[config.mk]
export PLATFORM = sky130hd
export DESIGN_NAME = handshake_master_fifo
export DESIGN_NICKNAME = d
export VERILOG_FILES = /design/src/rtl/handshake_pkg.sv /design/src/rtl/handshake_fifo_mem.sv /design/src/rtl/handshake_master_fifo.sv
export SDC_FILE = /design/constraint.sdc
export NUM_CORES = 1
export LEC_CHECK = 0
export ABC_CLOCK_PERIOD_IN_PS = 1650
export CAP_MARGIN = 0
export CORE_MARGIN = 2
export CORE_UTILIZATION = 49
export CTS_BUF_LIST = sky130_fd_sc_hd__clkbuf_16
export DETAILED_ROUTE_END_ITERATION = 10
export PLACE_DENSITY = 0.81
export SYNTH_ARGS = -nofsm -noshare
export SYNTH_HDL_FRONTEND = slang
export SYNTH_SLANG_ARGS = --single-unit
[constraint.sdc]
create_clock -name clk -period 1.65 [get_ports clk]
set_input_delay 0.33 -clock clk [delete_from_list [all_inputs] [get_ports clk]]
set_output_delay 0.33 -clock clk [all_outputs]
set_load 0.05 [all_outputs]
[src/rtl/handshake_pkg.sv]
// Shared defaults and helpers for the handshake master FIFO slice.
// Latency: n/a (constants and a constant function only).
// Backpressure: n/a.
package handshake_pkg;

    localparam int DEF_DATA_W = 32;
    localparam int DEF_DEPTH  = 4;
    localparam int DEF_CNT_W  = 16;

    // Occupancy runs 0..DEPTH inclusive, so it needs one bit beyond the pointer.
    function automatic int lvl_w(input int depth);
        return $clog2(depth) + 1;
    endfunction

endpackage

[src/rtl/handshake_fifo_mem.sv]
// DEPTH x DATA_W register array: one synchronous write port and one asynchronous read port.
// Latency: a write lands at the clock edge; the read is combinational from raddr.
// Backpressure: none here; the caller gates we.
module handshake_fifo_mem #(
    parameter int DATA_W = 32,
    parameter int DEPTH  = 4,
    parameter int AW     = $clog2(DEPTH)
) (
    input  logic              clk,
    input  logic              we,
    input  logic [AW-1:0]     waddr,
    input  logic [DATA_W-1:0] wdata,
    input  logic [AW-1:0]     raddr,
    output logic [DATA_W-1:0] rdata
);

    logic [DATA_W-1:0] mem [DEPTH];

    // Storage is deliberately left unreset; occupancy tracking decides what is valid.
    always_ff @(posedge clk) begin
        if (we) begin
            mem[waddr] <= wdata;
        end
    end

    assign rdata = mem[raddr];

endmodule

[src/rtl/handshake_master_fifo.sv]
// Valid/ready source fed by a DEPTH-entry FIFO, with an overflow flag and a transfer counter.
// Latency: a write into an empty FIFO is presented on data_out/valid in the following cycle.
// Backpressure: in_ready drops when full; a write while full is dropped and sets sticky overflow.
module handshake_master_fifo
    import handshake_pkg::*;
#(
    parameter int DATA_W = DEF_DATA_W,
    parameter int DEPTH  = DEF_DEPTH,
    parameter int CNT_W  = DEF_CNT_W
) (
    input  logic                    clk,
    input  logic                    rst,
    input  logic                    en,
    input  logic [DATA_W-1:0]       data_in,
    output logic                    in_ready,
    output logic                    valid,
    input  logic                    ready,
    output logic [DATA_W-1:0]       data_out,
    output logic [lvl_w(DEPTH)-1:0] level,
    output logic                    overflow,
    output logic [CNT_W-1:0]        xfer_cnt
);

    localparam int PTR_W = $clog2(DEPTH);
    localparam int LVL_W = lvl_w(DEPTH);
    localparam logic [LVL_W-1:0] FULL_LVL = LVL_W'(DEPTH);

    logic [PTR_W-1:0]  wptr;
    logic [PTR_W-1:0]  rptr;
    logic [DATA_W-1:0] rdata;
    logic              push;
    logic              pop;

    // Flags come from registered level only, so neither ready nor en reaches them combinationally.
    assign valid    = (level != '0);
    assign in_ready = (level != FULL_LVL);
    assign push     = en && in_ready;
    assign pop      = valid && ready;

    // Masking with valid keeps data_out at zero out of reset while storage is still unknown.
    assign data_out = valid ? rdata : '0;

    handshake_fifo_mem #(
        .DATA_W (DATA_W),
        .DEPTH  (DEPTH)
    ) u_mem (
        .clk   (clk),
        .we    (push),
        .waddr (wptr),
        .wdata (data_in),
        .raddr (rptr),
        .rdata (rdata)
    );

    // Pointers wrap naturally; full/empty are decoded from level, never from pointer compare.
    always_ff @(posedge clk or posedge rst) begin
        if (rst) begin
            wptr <= '0;
            rptr <= '0;
        end else begin
            if (push) wptr <= wptr + PTR_W'(1);
            if (pop)  rptr <= rptr + PTR_W'(1);
        end
    end

    // Occupancy tracks push/pop; simultaneous push and pop leaves it unchanged.
    always_ff @(posedge clk or posedge rst) begin
        if (rst) begin
            level <= '0;
        end else begin
            case ({push, pop})
                2'b10:   level <= level + LVL_W'(1);
                2'b01:   level <= level - LVL_W'(1);
                default: level <= level;
            endcase
        end
    end

    // Overflow is sticky until reset; the completed-transfer counter wraps freely.
    always_ff @(posedge clk or posedge rst) begin
        if (rst) begin
            overflow <= 1'b0;
            xfer_cnt <= '0;
        end else begin
            if (en && !in_ready) overflow <= 1'b1;
            if (pop)             xfer_cnt <= xfer_cnt + CNT_W'(1);
        end
    end

endmodule

[Word level (Yosys, flattened, before mapping)]
Memories as Yosys holds them, arrays and structs flattened.
Cells that the tools add are included.
Word-level totals
  flip-flop bits (word level): 24
  latch bits: 0
  input port bits: 36
  output and inout bits: 54
  RAM bits: 128
  memory bits (read-only): 0
  memories: 1
Memories
  u_mem.mem: depth 4, width 32, read ports 1, clocked after memory_dff 0, wr ports 1, RTL line handshake_fifo_mem.sv:17  | logic [DATA_W-1:0] mem [DEPTH];
Cells by class
  mux-type cells: 4
  $lt $le $gt $ge: 0
  bitwise gates (word level): 0
  $add $sub $neg: 5
  multipliers: 0
  equality and inequality tests: 3
  reductions and logical operators: 6
  shifts and indexed selects: 0
  divide/modulo/power cells: 0
Operators with widths (number)
  two-way mux 32 bit: 1
  adder 16 x 1 -> 16 bit (second input constant): 1
  case mux 3 bit (2 select lines): 1
  adder 2 x 1 -> 2 bit (second input constant): 2
  adder 3 x 1 -> 3 bit (second input constant): 1
  logical AND 1 bit: 3
  inequality test 3 bit (second input constant): 1
  nonzero test 3 bit: 1
  subtractor 3 x 1 -> 3 bit (second input constant): 1
  equality test 2 x 1 -> 1 bit (second input constant): 1
  equality test 2 bit (second input constant): 1
  two-way mux 1 bit: 2
  nonzero test 2 bit: 1
  logical NOT 1 bit: 1

[Logic depth before layout (Yosys ltp)]
Gate-level depths: netlist (run 1).
  depth after elaboration: 4
  gate-level depth with buffers: 9

[By module]
A second synthesis (run 1) with hierarchy kept.
Second synthesis, totals
  cell total of the unflattened synthesis: 299
  area total of the unflattened synthesis: 6005.8 um2
By module, submodules not included
  handshake_fifo_mem: area each 4689.5 um2, cells each 171, instances 1
  handshake_master_fifo: area each 1316.3 um2, cells each 128, instances 1

[Worst setup path before layout (run 1)]
Ideal clock, no wire load.
  path type: reg2reg
  start: register level[0]
  end: memory u_mem.mem[0][0] (enable)
  stages on the path, launching flop included: 4
  path buffers: 0
  setup time: 392 ps
  period minus slack after synthesis: 2556 ps
  data arrival time: 2163 ps
  slack: -906 ps
  path through: dfrtp_1 -> nor2_1 -> nand2_1 -> and3_1
Between the ends
  longest elaborated chain between the ends: 4
RTL lines
  start: declaration: RTL line handshake_master_fifo.sv:19  | output logic [lvl_w(DEPTH)-1:0] level,
  start signal: assignment: RTL line handshake_master_fifo.sv:72  | 2'b10: level <= level + LVL_W'(1);
  start signal: assignment: RTL line handshake_master_fifo.sv:73  | 2'b01: level <= level - LVL_W'(1);
  start signal: assignment: RTL line handshake_master_fifo.sv:74  | default: level <= level;
  inequality test 3 bit: RTL line handshake_master_fifo.sv:36  | assign in_ready = (level != FULL_LVL);
  net in_ready: RTL line handshake_master_fifo.sv:15  | output logic in_ready,
  logical AND 1 bit: RTL line handshake_master_fifo.sv:37  | assign push = en && in_ready;
  two-way mux 1 bit: RTL line handshake_fifo_mem.sv:21  | if (we) begin
  two-way mux 1 bit (not written as such): RTL line handshake_fifo_mem.sv:22  | mem[waddr] <= wdata;
  end: declaration: RTL line handshake_fifo_mem.sv:17
The timed path passes the listed nets, and every way through them passes these cells.

[Final worst setup path (run 1)]
  start: register rptr[0]
  end: output port data_out[0]
Between the ends
  longest elaborated chain between the ends: 2
RTL lines
  start: declaration: RTL line handshake_master_fifo.sv:29  | logic [PTR_W-1:0] rptr;
  start signal: assignment: RTL line handshake_master_fifo.sv:62  | if (pop) rptr <= rptr + PTR_W'(1);
  memory read (4 x 32 bit)
  two-way mux 32 bit: RTL line handshake_master_fifo.sv:41  | assign data_out = valid ? rdata : '0;
  end: declaration: RTL line handshake_master_fifo.sv:18  | output logic [DATA_W-1:0] data_out,
Every way passes these cells.

==> reports/qor.csv, run 1 <==
stage;metric;value;unit
timing;clock.fmax;437;MHz
worst_setup_path;cp.required;1.32;ns
worst_setup_path;r2r_cells;9;
worst_setup_path;critPathCaptureType;primary output;
global_routing;grt_overflow_total;0;
synth;synth.top_cells.by_area;edfxtp_1 64%, mux4_2 12%, dfrtp_1 9.9%;
worst_setup_path;timing.reg2reg.setup_slack;-0.30;ns
layout;multiInputGateArea;1750;um2
synth;synthCells;302;
layout;num-fill-cells;707;
layout;diodes;0;
synth;synth.most_common_cell;edfxtp_1;
timing;maxSlewHeadroom;0.781;
cts;cts.root.buffer_cell;clkbuf_16;
synth;yosysTopAreaCellShare;0.636;
timing;clock_skew;0.00617;ns
synth;syn_nets;345;
synth;synth_enable_flop_cells;128;
detailed_routing;antenna_violating_nets_post_route;0;
detailed_routing;detailed_route_wire_length;13200;um
cts;postCtsHoldBufs;0;
pwr;totalPowerFinal;0.0200;W
global_routing;antenna_found_initial;0;
timing;timing_worst_slew_pin_value;0.328;ns
synth;postSynthAreaPerCell;20.0;um2
floorplanning;die_height;115;um
timing;grt_setup_unrepaired;yes;
floorplanning;number_of_standard_cell_rows_in_the_floorplan;40;
layout;final_cells;622;
synth;yosys_most_used_dff;edfxtp_1;
layout;sequential_cell_area;4460;um2
place;hpwl;7650;um
detailed_routing;drt_pass1_iterations;4;
worst_hold_path;holdCritPathClass;in -> async;
global_routing;grt_first_pass_wirelength;19100;um
pwr;vdd_drop_max;1.61;mV
detailed_routing;wire_per_inst;21.3;um
status;outcome;complete, but fails checks;
cts;cts-root-to-sink-buffers;2;
cts;ctsHtreeMaxLevel;4;
floorplanning;design.die.area;13200;um2
pwr;power-per-cell-area;2240;nW/um2
global_routing;largest_net_degree_at_the_start_of_global_routing;19;
cts;cts_tree;built;
worst_setup_path;worst-path-max-fanout;8;
place;dpl.cell_count;566;
layout;area_growth_from_synthesis_to_layout;48.0;%
worst_setup_path;worstReg2RegStart;level[2];
synth;biggest_area_consumer_among_synthesized_cells;edfxtp_1;
synth;synthArstFlopShare;0.158;
synth;synth.distinct_cells;27;
cts;cts_made_buffers;17;
detailed_routing;drc;0;
floorplanning;core-area;12000;um2
floorplanning;floorplan.initialDensity;0.503;
timing;hold_viol_final;0;
timing;finalSetupViolCount;166;
status;failed_checks;setup timing;
synth;synth.ff_latch_count;152;
detailed_routing;drt_first_iter_violations;296;
layout;proportion_of_layout_cells_with_a_drive_suffix_above_1;0.509;
timing;timing.final.ws_setup;-0.637;ns
place;place_congestion;0.754;
global_routing;number_of_global_route_vias_before_repair;3579;
cts;clkSinkCount;152;
detailed_routing;vias;3361;
floorplanning;io_pins;90;
timing;post-route-period-util;1.39;
worst_setup_path;critPathArrivalTime;1.96;ns
synth;netlist_top_cells_count;128 x edfxtp_1, 32 x mux4_2, 24 x dfrtp_1;
pwr;p_leak;3.38;nW
place;placement.io_buffers;89;
detailed_routing;avgViaCountPerCell;5.40;
timing;final_period_minus_worst_setup_slack;2.29;ns
global_routing;groute.usage.overall;0.200;
synth;ys.warnings.count;0;
worst_setup_path;worst_setup_path_start_kind;flip-flop;
worst_setup_path;criticalPathCategory;reg -> out;
floorplanning;die_boundary_width;115;um
synth;synth_sequential_area_ratio;0.736;
synth;netlist_area;6040;um2
worst_setup_path;timing.rr.end;level[2];
run;drv.max_cap_violation_count;0;
cts;worst_skew_pair.late_latency;0.42;ns
layout;final_net_count;506;
cts;clk_pin_slew;0.06;ns
timing;slew_violations;0;
critical path: stages (launching register included):
cell and delay, ns:
dfrtp_2 0.38, buf_12 0.14, buf_12 0.14, mux4_2 0.50, and2b_1 0.21, buf_6 0.16
routing by layer:
| layer | wire (um) | part of all wire | global-route usage | vias to the layer above |
|---|---|---|---|---|
| met5 | 0 | 0 | 0 | - |
| met4 | 178 | 0.013 | 0.0787 | 0 |
| met3 | 754 | 0.057 | 0.0617 | 16 |
| met2 | 7000 | 0.53 | 0.332 | 108 |
| met1 | 5310 | 0.40 | 0.248 | 1743 |
| li1 | - | - | - | 1494 |
worst max path at each step:
stage	endpoint	slack [ns]	depth (start not counted)	startpoint
global route	data_out[0]	-0.71	5	rptr[0]
detailed placement	level[2]	-0.40	8	ready
floorplan	level[2]	-0.31	9	level[0]
global placement	level[2]	-0.36	8	ready
CTS	data_out[0]	-0.63	5	rptr[0]
finish	data_out[0]	-0.64	5	rptr[0]
state kept, by name, indices dropped and copies added, names as in the netlist:
signal	count
xfer_cnt	16
u_mem.mem	128
level	3
wptr	2
overflow	1
rptr	2
cells by family after synthesis:
group	synth area share
buffers and inverters	0.0193
multiplexers	0.125
AO/OA/AOI/OAI	0.00290
AND/OR/NAND/NOR	0.0714
flip-flops	0.736
XOR/XNOR	0.0304
adder cells (fa/ha/maj)	0.0157
area by class of cell:
class | instances | share of cell area
Clock buffer | 17 | 0.0476
Timing Repair Buffer | 154 | 0.206
Clock inverter | 14 | 0.0284
Tap cell | 147 | 0.0206
Multi-Input combinational cell | 130 | 0.196
Inverter | 8 | 0.00364
Sequential cell | 152 | 0.498
power breakdown:
group	leakage (nW)	switching (W)	internal (W)
logic	1.59	0.00528	0.00482
clock network	0.320	0.00147	0.00296
registers	1.46	0.000425	0.00508
stage by stage:
| step | hold slack [ns] | utilization | cell area (um2) | setup WS, ns | TNS, ns |
|---|---|---|---|---|---|
| global placement | 0.467 | 0.641 | 7700 | -0.359 | -16.36 |
| floorplan | 0.344 | - | 6290 | -0.312 | -21.43 |
| global route | 0.203 | 0.744 | 8940 | -0.706 | -50.31 |
| CTS | 0.180 | 0.721 | 8660 | -0.635 | -19.85 |
| finish | 0.176 | 0.744 | 8940 | -0.637 | -42.98 |
| detailed placement | 0.469 | 0.641 | 7700 | -0.399 | -17.87 |
what timing repair did:
action	4_1_cts	5_1_grt
gates resized for setup	47	20
buffers inserted	11	12
gates cloned	2	9
pin swaps	11	15
endpoints found under the setup margin	40	139
layout by cell type (no fill, tap or decap), drive strengths merged, types with 3 or more instances in the layout:
cell type,count
and2b,15
and3,4
buf,113
bufinv,7
clkbuf,23
clkdlybuf4s50,35
clkinv,4
clkinvlp,3
dfrtp,24
edfxtp,128
ha,6
inv,8
mux4,32
nand2,9
nand3,5
nand4,5
nor2,5
nor2b,17
xnor2,16
xor2,5
Note: power is estimated with default switching activity, not from simulation.
==> run 2: changes to the inputs <==
--- a/config.mk
+++ b/config.mk
@@ -7,10 +7,13 @@
 export LEC_CHECK = 0
 export ABC_CLOCK_PERIOD_IN_PS = 1650
 export CAP_MARGIN = 0
+export CELL_PAD_IN_SITES_DETAIL_PLACEMENT = 1
+export CELL_PAD_IN_SITES_GLOBAL_PLACEMENT = 2
 export CORE_MARGIN = 2
-export CORE_UTILIZATION = 49
+export CORE_UTILIZATION = 37
 export CTS_BUF_LIST = sky130_fd_sc_hd__clkbuf_16
 export DETAILED_ROUTE_END_ITERATION = 10
+export GPL_ROUTABILITY_DRIVEN = 0
 export PLACE_DENSITY = 0.81
 export SYNTH_ARGS = -nofsm -noshare
 export SYNTH_HDL_FRONTEND = slang
==> run 2 against run 1 <==
Net effect:
- the flow still finishes with violations (setup timing)
- clock power fell by 7.7%
- routed wire length rose by 9.3%
- global-route usage fell by 3.3 points
- via count fell by 0.30%
- maximum frequency rose by 1.5%
- first-iteration DRC count fell by 46%
- cell count rose by 12%
- utilization fell by 17 points
- largest power group unchanged
==> reports/qor.csv, run 2 (same netlist as run 1, synthesis figures left out) <==
stage;metric;value;unit;change
cts;clk_pin_slew;0.06;ns;about the same
cts;cts_made_buffers;17;;unchanged
detailed_routing;drt_pass1_iterations;4;;unchanged
place;dpl.cell_count;636;;was 566
layout;most_frequent_cells_in_the_layout;128 x edfxtp_1, 42 x buf_6, 42 x buf_4;;was 128 x edfxtp_1, 46 x buf_4, 38 x buf_6
layout;layout_commonest_cell;edfxtp_1;;unchanged
timing;timing.final.ws_setup;-0.604;ns;was -0.637 ns
pwr;p_leak;3.43;nW;was 3.38 nW
detailed_routing;drc;0;;unchanged
timing;whs;0.271;ns;was 0.176 ns
detailed_routing;antenna_violating_nets_post_route;0;;unchanged
worst_setup_path;criticalPathCategory;reg -> out;;unchanged
status;outcome;complete, but fails checks;;unchanged
global_routing;largest_net_degree_at_the_start_of_global_routing;25;;was 19
run;drv.max_cap_violation_count;0;;unchanged
layout;final_cells;697;;was 622
detailed_routing;avgViaCountPerCell;4.81;;was 5.40
worst_setup_path;worst_setup_path_endpoint;data_out[15];;was data_out[0]
worst_hold_path;holdCritPathClass;in -> async;;unchanged
timing;finalSetupViolCount;172;;was 166
worst_setup_path;worst-path-max-fanout;13;;was 8
timing;post-route-period-util;1.37;;was 1.39
floorplanning;core-area;15900;um2;was 12,000 um2
worst_setup_path;timing.reg2reg.setup_slack;-0.36;ns;was -0.30 ns
layout;flip_flop_count_of_the_largest_register_all_copies_and_words_added;128;;unchanged
floorplanning;die_boundary_width;132;um;was 115 um
worst_setup_path;worstReg2RegStart;level[0];;was level[2]
detailed_routing;vias;3351;;was 3,361
layout;diodes;0;;unchanged
global_routing;grt_overflow_total;0;;unchanged
timing;final_period_minus_worst_setup_slack;2.25;ns;was 2.29 ns
timing;timing_worst_slew_pin_value;0.318;ns;was 0.328 ns
cts;cts_tree;built;;unchanged
layout;area_growth_from_synthesis_to_layout;50.8;%;was 48.0%
timing;clock_skew;0.00516;ns;was 0.00617 ns
detailed_routing;wire_per_inst;20.8;um;was 21.3 um
worst_setup_path;critPathArrivalTime;1.92;ns;was 1.96 ns
place;placement.io_buffers;89;;unchanged
timing;slew_violations;0;;unchanged
timing;clock.fmax;444;MHz;was 437 MHz
global_routing;antenna_found_initial;0;;unchanged
layout;reg.largest.list;u_mem.mem: 128 flops, xfer_cnt: 16 flops, level: 3 flops;;unchanged
floorplanning;io_pins;90;;unchanged
worst_setup_path;cp.required;1.32;ns;about the same
worst_setup_path;critical_path_buf_inv_count;2;;was 3
worst_setup_path;worst_path_largest_cell_delay;0.54;ns;was 0.50 ns
floorplanning;die_height;132;um;was 115 um
global_routing;grt_first_pass_wirelength;21600;um;was 19,100 um
floorplanning;design.die.area;17400;um2;was 13,200 um2
timing;maxSlewHeadroom;0.788;;was 0.781
layout;final_net_count;511;;was 506
layout;max_flop_register;u_mem.mem;;unchanged
timing;grt_setup_unrepaired;yes;;unchanged
worst_setup_path;worst_setup_path_start_kind;flip-flop;;unchanged
detailed_routing;drt_first_iter_violations;161;;was 296
cts;ctsHtreeMaxLevel;4;;unchanged
detailed_routing;detailed_route_wire_length;14500;um;was 13,200 um
worst_setup_path;r2r_cells;12;;was 9
worst_setup_path;critical-path-slowest-cell;mux4_2;;unchanged
timing;hold_viol_final;0;;unchanged
global_routing;groute.usage.overall;0.166;;was 0.200
layout;proportion_of_layout_cells_with_a_drive_suffix_above_1;0.522;;was 0.509
global_routing;number_of_global_route_vias_before_repair;3713;;was 3,579
worst_setup_path;critPathTopFamily;multiplexers;;unchanged
worst_setup_path;crit_chain;buf_12, mux4_2, and2b_4, buf_6;;was buf_12, buf_12, mux4_2, and2b_1, buf_6
cts;worst_skew_pair.late_latency;0.41;ns;was 0.42 ns
pwr;vdd_drop_max;1.31;mV;was 1.61 mV
pwr;power-per-cell-area;2200;nW/um2;was 2240 nW/um2
worst_setup_path;worstSetupPathDepth;4;;was 5
worst_setup_path;cp-startpoint;rptr[0];;unchanged
cts;clkSinkCount;152;;unchanged
worst_setup_path;timing.rr.end;level[2];;unchanged
worst_setup_path;critPathCaptureType;primary output;;unchanged
pwr;totalPowerFinal;0.0201;W;was 0.0200 W
floorplanning;number_of_standard_cell_rows_in_the_floorplan;46;;was 40
cts;cts.root.buffer_cell;clkbuf_16;;unchanged
cts;cts-root-to-sink-buffers;2;;unchanged
place;hpwl;8820;um;was 7650 um
floorplanning;floorplan.initialDensity;0.379;;was 0.503
place;dp_slack;-0.439;ns;was -0.399 ns
status;failed_checks;setup timing;;unchanged
-- run 2: cell count changes in the layout (fill, tap and decap cells not counted), sizes merged --
cell	delta
clkbuf	+2
inv	+4
clkinvlp	-1
bufinv	-3
clkinv	+1
buf	+3
-- run 2: layout make-up --
class / count / area (um2)
clock buffers: 17 / 425
flip-flops and latches: 152 / 4460
clock inverters: 15 / 201
fillers: 1414 / 6830
multi-input cells: 130 / 1740
well taps: 216 / 270
repair buffers: 159 / 1980
inverters: 8 / 32.5
-- run 2: report_power, final --
group / internal [W] / switching, W / total [W]
combinational: 0.00507 / 0.00541 / 0.0105
sequential: 0.00508 / 0.000411 / 0.00549
clock: 0.00254 / 0.00155 / 0.00409
-- run 2: layer usage --
| layer | global-route usage | part of all wire |
|---|---|---|
| met1 | 0.207 | 0.42 |
| met2 | 0.288 | 0.53 |
| met3 | 0.0431 | 0.040 |
| met4 | 0.0489 | 0.0092 |
| met5 | 0 | 0 |
-- run 2: worst min-delay path by stage --
stage,cells past startpoint,slack [ns],start,endpoint
after floorplan,1,0.34,rst,level[2]
after global placement,1,0.46,overflow,overflow
after detailed placement,1,0.46,overflow,overflow
after CTS,3,0.28,rst,level[2]
after global routing,3,0.32,rst,level[2]
final,3,0.27,rst,level[2]
-- run 2: stage by stage --
| stage | TNS (ns) | util | instance area [um2] |
|---|---|---|---|
| 2_1_floorplan | -21.43 | - | 6290 |
| 3_3_place_gp | -18.24 | 0.492 | 7840 |
| 3_5_place_dp | -21.55 | 0.492 | 7840 |
| 4_1_cts | -20.06 | 0.551 | 8780 |
| 5_1_grt | -45.98 | 0.571 | 9110 |
| 6_report | -35.57 | 0.571 | 9110 |
-- run 2: worst reg2reg max path, delay by kind of cell (launching register included) --
kind	cells	cell delay [ns]
fa+ha+maj	2	0.46
flops	1	0.42
buf+inv	4	0.38
xor+xnor	2	0.30
simple gates	4	0.38
-- run 2: timing repair --
action,in CTS,in global routing
pin swaps,12,12
buffers inserted,12,13
endpoints found under the setup margin,37,173
hold buffers,0,0
cloned,2,8
gates resized for setup,49,20
==> run 3: changes to the inputs <==
--- a/config.mk
+++ b/config.mk
@@ -18,3 +18,4 @@
 export SYNTH_ARGS = -nofsm -noshare
 export SYNTH_HDL_FRONTEND = slang
 export SYNTH_SLANG_ARGS = --single-unit
+export TNS_END_PERCENT = 1
==> run 3 against run 2 <==
Net effect:
- the run still ends with setup timing left
- flip-flop and latch count is the same
- first-iteration DRC count increased by 13%
- non-clock buffer count shrank 22
- cell area down 3.7%
- register-to-register slack gained 0.27 ns
- global-route usage increased by 0.50 points
- maximum frequency decreased by 2.5%
- combinational power barely moved
- largest cell class unchanged
==> reports/qor.csv, run 3 (same netlist as run 1, synthesis figures left out) <==
stage;metric;value;unit;change
status;outcome;complete, but fails checks;;unchanged
status;failed_checks;setup timing;;unchanged
run;drv.max_cap_violation_count;0;;unchanged
timing;final_period_minus_worst_setup_slack;2.31;ns;was 2.25 ns
layout;sequential_cell_area;4450;um2;was 4460 um2
floorplanning;die_height;132;um;unchanged
timing;timing_worst_slew_pin_value;0.334;ns;was 0.318 ns
pwr;p_leak;3.27;nW;was 3.43 nW
floorplanning;io_pins;90;;unchanged
floorplanning;number_of_standard_cell_rows_in_the_floorplan;46;;unchanged
place;placement.io_buffers;89;;unchanged
layout;final_net_count;489;;was 511
worst_setup_path;cp-startpoint;rptr[0];;unchanged
place;hpwl;8920;um;was 8820 um
timing;finalSetupViolCount;35;;was 172
layout;final_cells;675;;was 697
layout;proportion_of_layout_cells_with_a_drive_suffix_above_1;0.436;;was 0.522
detailed_routing;drt_pass1_iterations;4;;unchanged
timing;clock_skew;0.00984;ns;was 0.00516 ns
layout;reg.largest.list;u_mem.mem: 128 flops, xfer_cnt: 16 flops, level: 3 flops;;unchanged
timing;maxSlewHeadroom;0.777;;was 0.788
worst_setup_path;cp.required;1.32;ns;about the same
detailed_routing;drt_first_iter_violations;182;;was 161
worst_setup_path;critPathArrivalTime;1.98;ns;was 1.92 ns
global_routing;largest_net_degree_at_the_start_of_global_routing;27;;was 25
floorplanning;die_boundary_width;132;um;unchanged
timing;post-route-period-util;1.40;;was 1.37
timing;slew_violations;0;;unchanged
cts;cts_made_buffers;17;;unchanged
detailed_routing;drc;0;;unchanged
layout;final_util;0.550;;was 0.571
global_routing;grt_first_pass_wirelength;22100;um;was 21,600 um
worst_setup_path;worst-path-max-fanout;5;;was 13
layout;area_growth_from_synthesis_to_layout;45.2;%;was 50.8%
worst_setup_path;critPathCaptureType;primary output;;unchanged
cts;cts-root-to-sink-buffers;2;;unchanged
cts;clk_pin_slew;0.06;ns;about the same
place;dp_slack;-0.475;ns;was -0.439 ns
detailed_routing;detailed_route_wire_length;13700;um;was 14,500 um
worst_setup_path;r2r_cells;9;;was 12
timing;clock.fmax;433;MHz;was 444 MHz
floorplanning;design.die.area;17400;um2;unchanged
cts;clkSinkCount;152;;unchanged
worst_setup_path;worstReg2RegStart;level[0];;unchanged
cts;postCtsHoldBufs;0;;unchanged
pwr;power-per-cell-area;2270;nW/um2;was 2200 nW/um2
place;dpl.cell_count;640;;was 636
global_routing;groute.usage.overall;0.171;;was 0.166
pwr;vdd_drop_max;1.07;mV;was 1.31 mV
layout;multiInputGateArea;1620;um2;was 1740 um2
layout;max_flop_register;u_mem.mem;;unchanged
cts;ctsHtreeMaxLevel;4;;unchanged
timing;timing.final.ws_setup;-0.661;ns;was -0.604 ns
floorplanning;floorplan.initialDensity;0.379;;unchanged
cts;cts_tree;built;;unchanged
timing;grt_setup_unrepaired;yes;;unchanged
layout;num-fill-cells;1455;;was 1,414
timing;finalSetupTns;-20.12;ns;was -35.57 ns
worst_hold_path;holdCritPathClass;in -> async;;unchanged
detailed_routing;vias;3264;;was 3,351
pwr;totalPowerFinal;0.0199;W;was 0.0201 W
global_routing;number_of_global_route_vias_before_repair;3778;;was 3,713
cts;worst_skew_pair.late_latency;0.42;ns;was 0.41 ns
layout;most_frequent_cells_in_the_layout;128 x edfxtp_1, 53 x buf_12, 42 x buf_4;;was 128 x edfxtp_1, 42 x buf_6, 42 x buf_4
detailed_routing;antenna_violating_nets_post_route;0;;unchanged
global_routing;grt_overflow_total;0;;unchanged
cts;cts.root.buffer_cell;clkbuf_16;;unchanged
layout;layout_commonest_cell;edfxtp_1;;unchanged
layout;flip_flop_count_of_the_largest_register_all_copies_and_words_added;128;;unchanged
worst_setup_path;worst_setup_path_start_kind;flip-flop;;unchanged
worst_setup_path;criticalPathCategory;reg -> out;;unchanged
timing;hold_viol_final;0;;unchanged
floorplanning;core-area;15900;um2;unchanged
global_routing;antenna_found_initial;0;;unchanged
worst_setup_path;timing.reg2reg.setup_slack;-0.09;ns;was -0.36 ns
layout;diodes;0;;unchanged
worst_setup_path;timing.rr.end;level[2];;unchanged
detailed_routing;avgViaCountPerCell;4.84;;was 4.81
detailed_routing;wire_per_inst;20.4;um;was 20.8 um
==> run 3: cell count changes in the layout (fill, tap and decap cells not counted), sizes merged <==
cell and delta:
inv +2, clkinvlp -2, clkbuf -7, clkinv +1
bufinv -2, buf -14
==> run 3: how the worst max path moves through the flow <==
stage	endpoint	depth (start not counted)
6_report	data_out[7]	5
5_1_grt	data_out[7]	5
4_1_cts	data_out[7]	5
3_5_place_dp	level[2]	8
3_3_place_gp	level[2]	8
2_1_floorplan	level[2]	9
==> run 3: critical path: stages (launching register included) <==
cell	delay, ns
dfrtp_2	0.46
buf_12	0.15
buf_16	0.12
mux4_2	0.48
and2b_1	0.20
buf_12	0.15
==> run 3: cell type report <==
type                    instances  area share
clock buffers                  18      0.0513
multi-input cells             130       0.185
well taps                     216      0.0308
clock inverters                14      0.0133
repair buffers                137       0.209
flip-flops and latches        152       0.507
inverters                       8     0.00342
==> run 3: power breakdown <==
group	internal, W	switching, W	leakage (nW)
logic	0.00532	0.00544	1.50
registers	0.00507	0.000376	1.47
clock network	0.00227	0.00145	0.297
total	0.0127	0.00727	3.27
==> run 3: repair_timing <==
item	in CTS	in global routing
cloned	2	0
endpoints found under the setup margin	37	37
pin swaps	4	1
buffers inserted	1	0
resized for setup	16	2
==> run 3: stage by stage <==
stage / instance area, um2 / hold WS (ns)
2_1_floorplan: 6140 / 0.344
3_3_place_gp: 8060 / 0.464
3_5_place_dp: 8060 / 0.486
4_1_cts: 8770 / 0.263
5_1_grt: 8770 / 0.303
6_report: 8770 / 0.259
==> run 3: routing by layer <==
layer,track usage,wire (um),up-vias
li1,-,-,1463
met1,0.209,5670,1682
met2,0.291,7190,101
met3,0.0469,635,18
met4,0.0682,246,0
met5,0,0,-
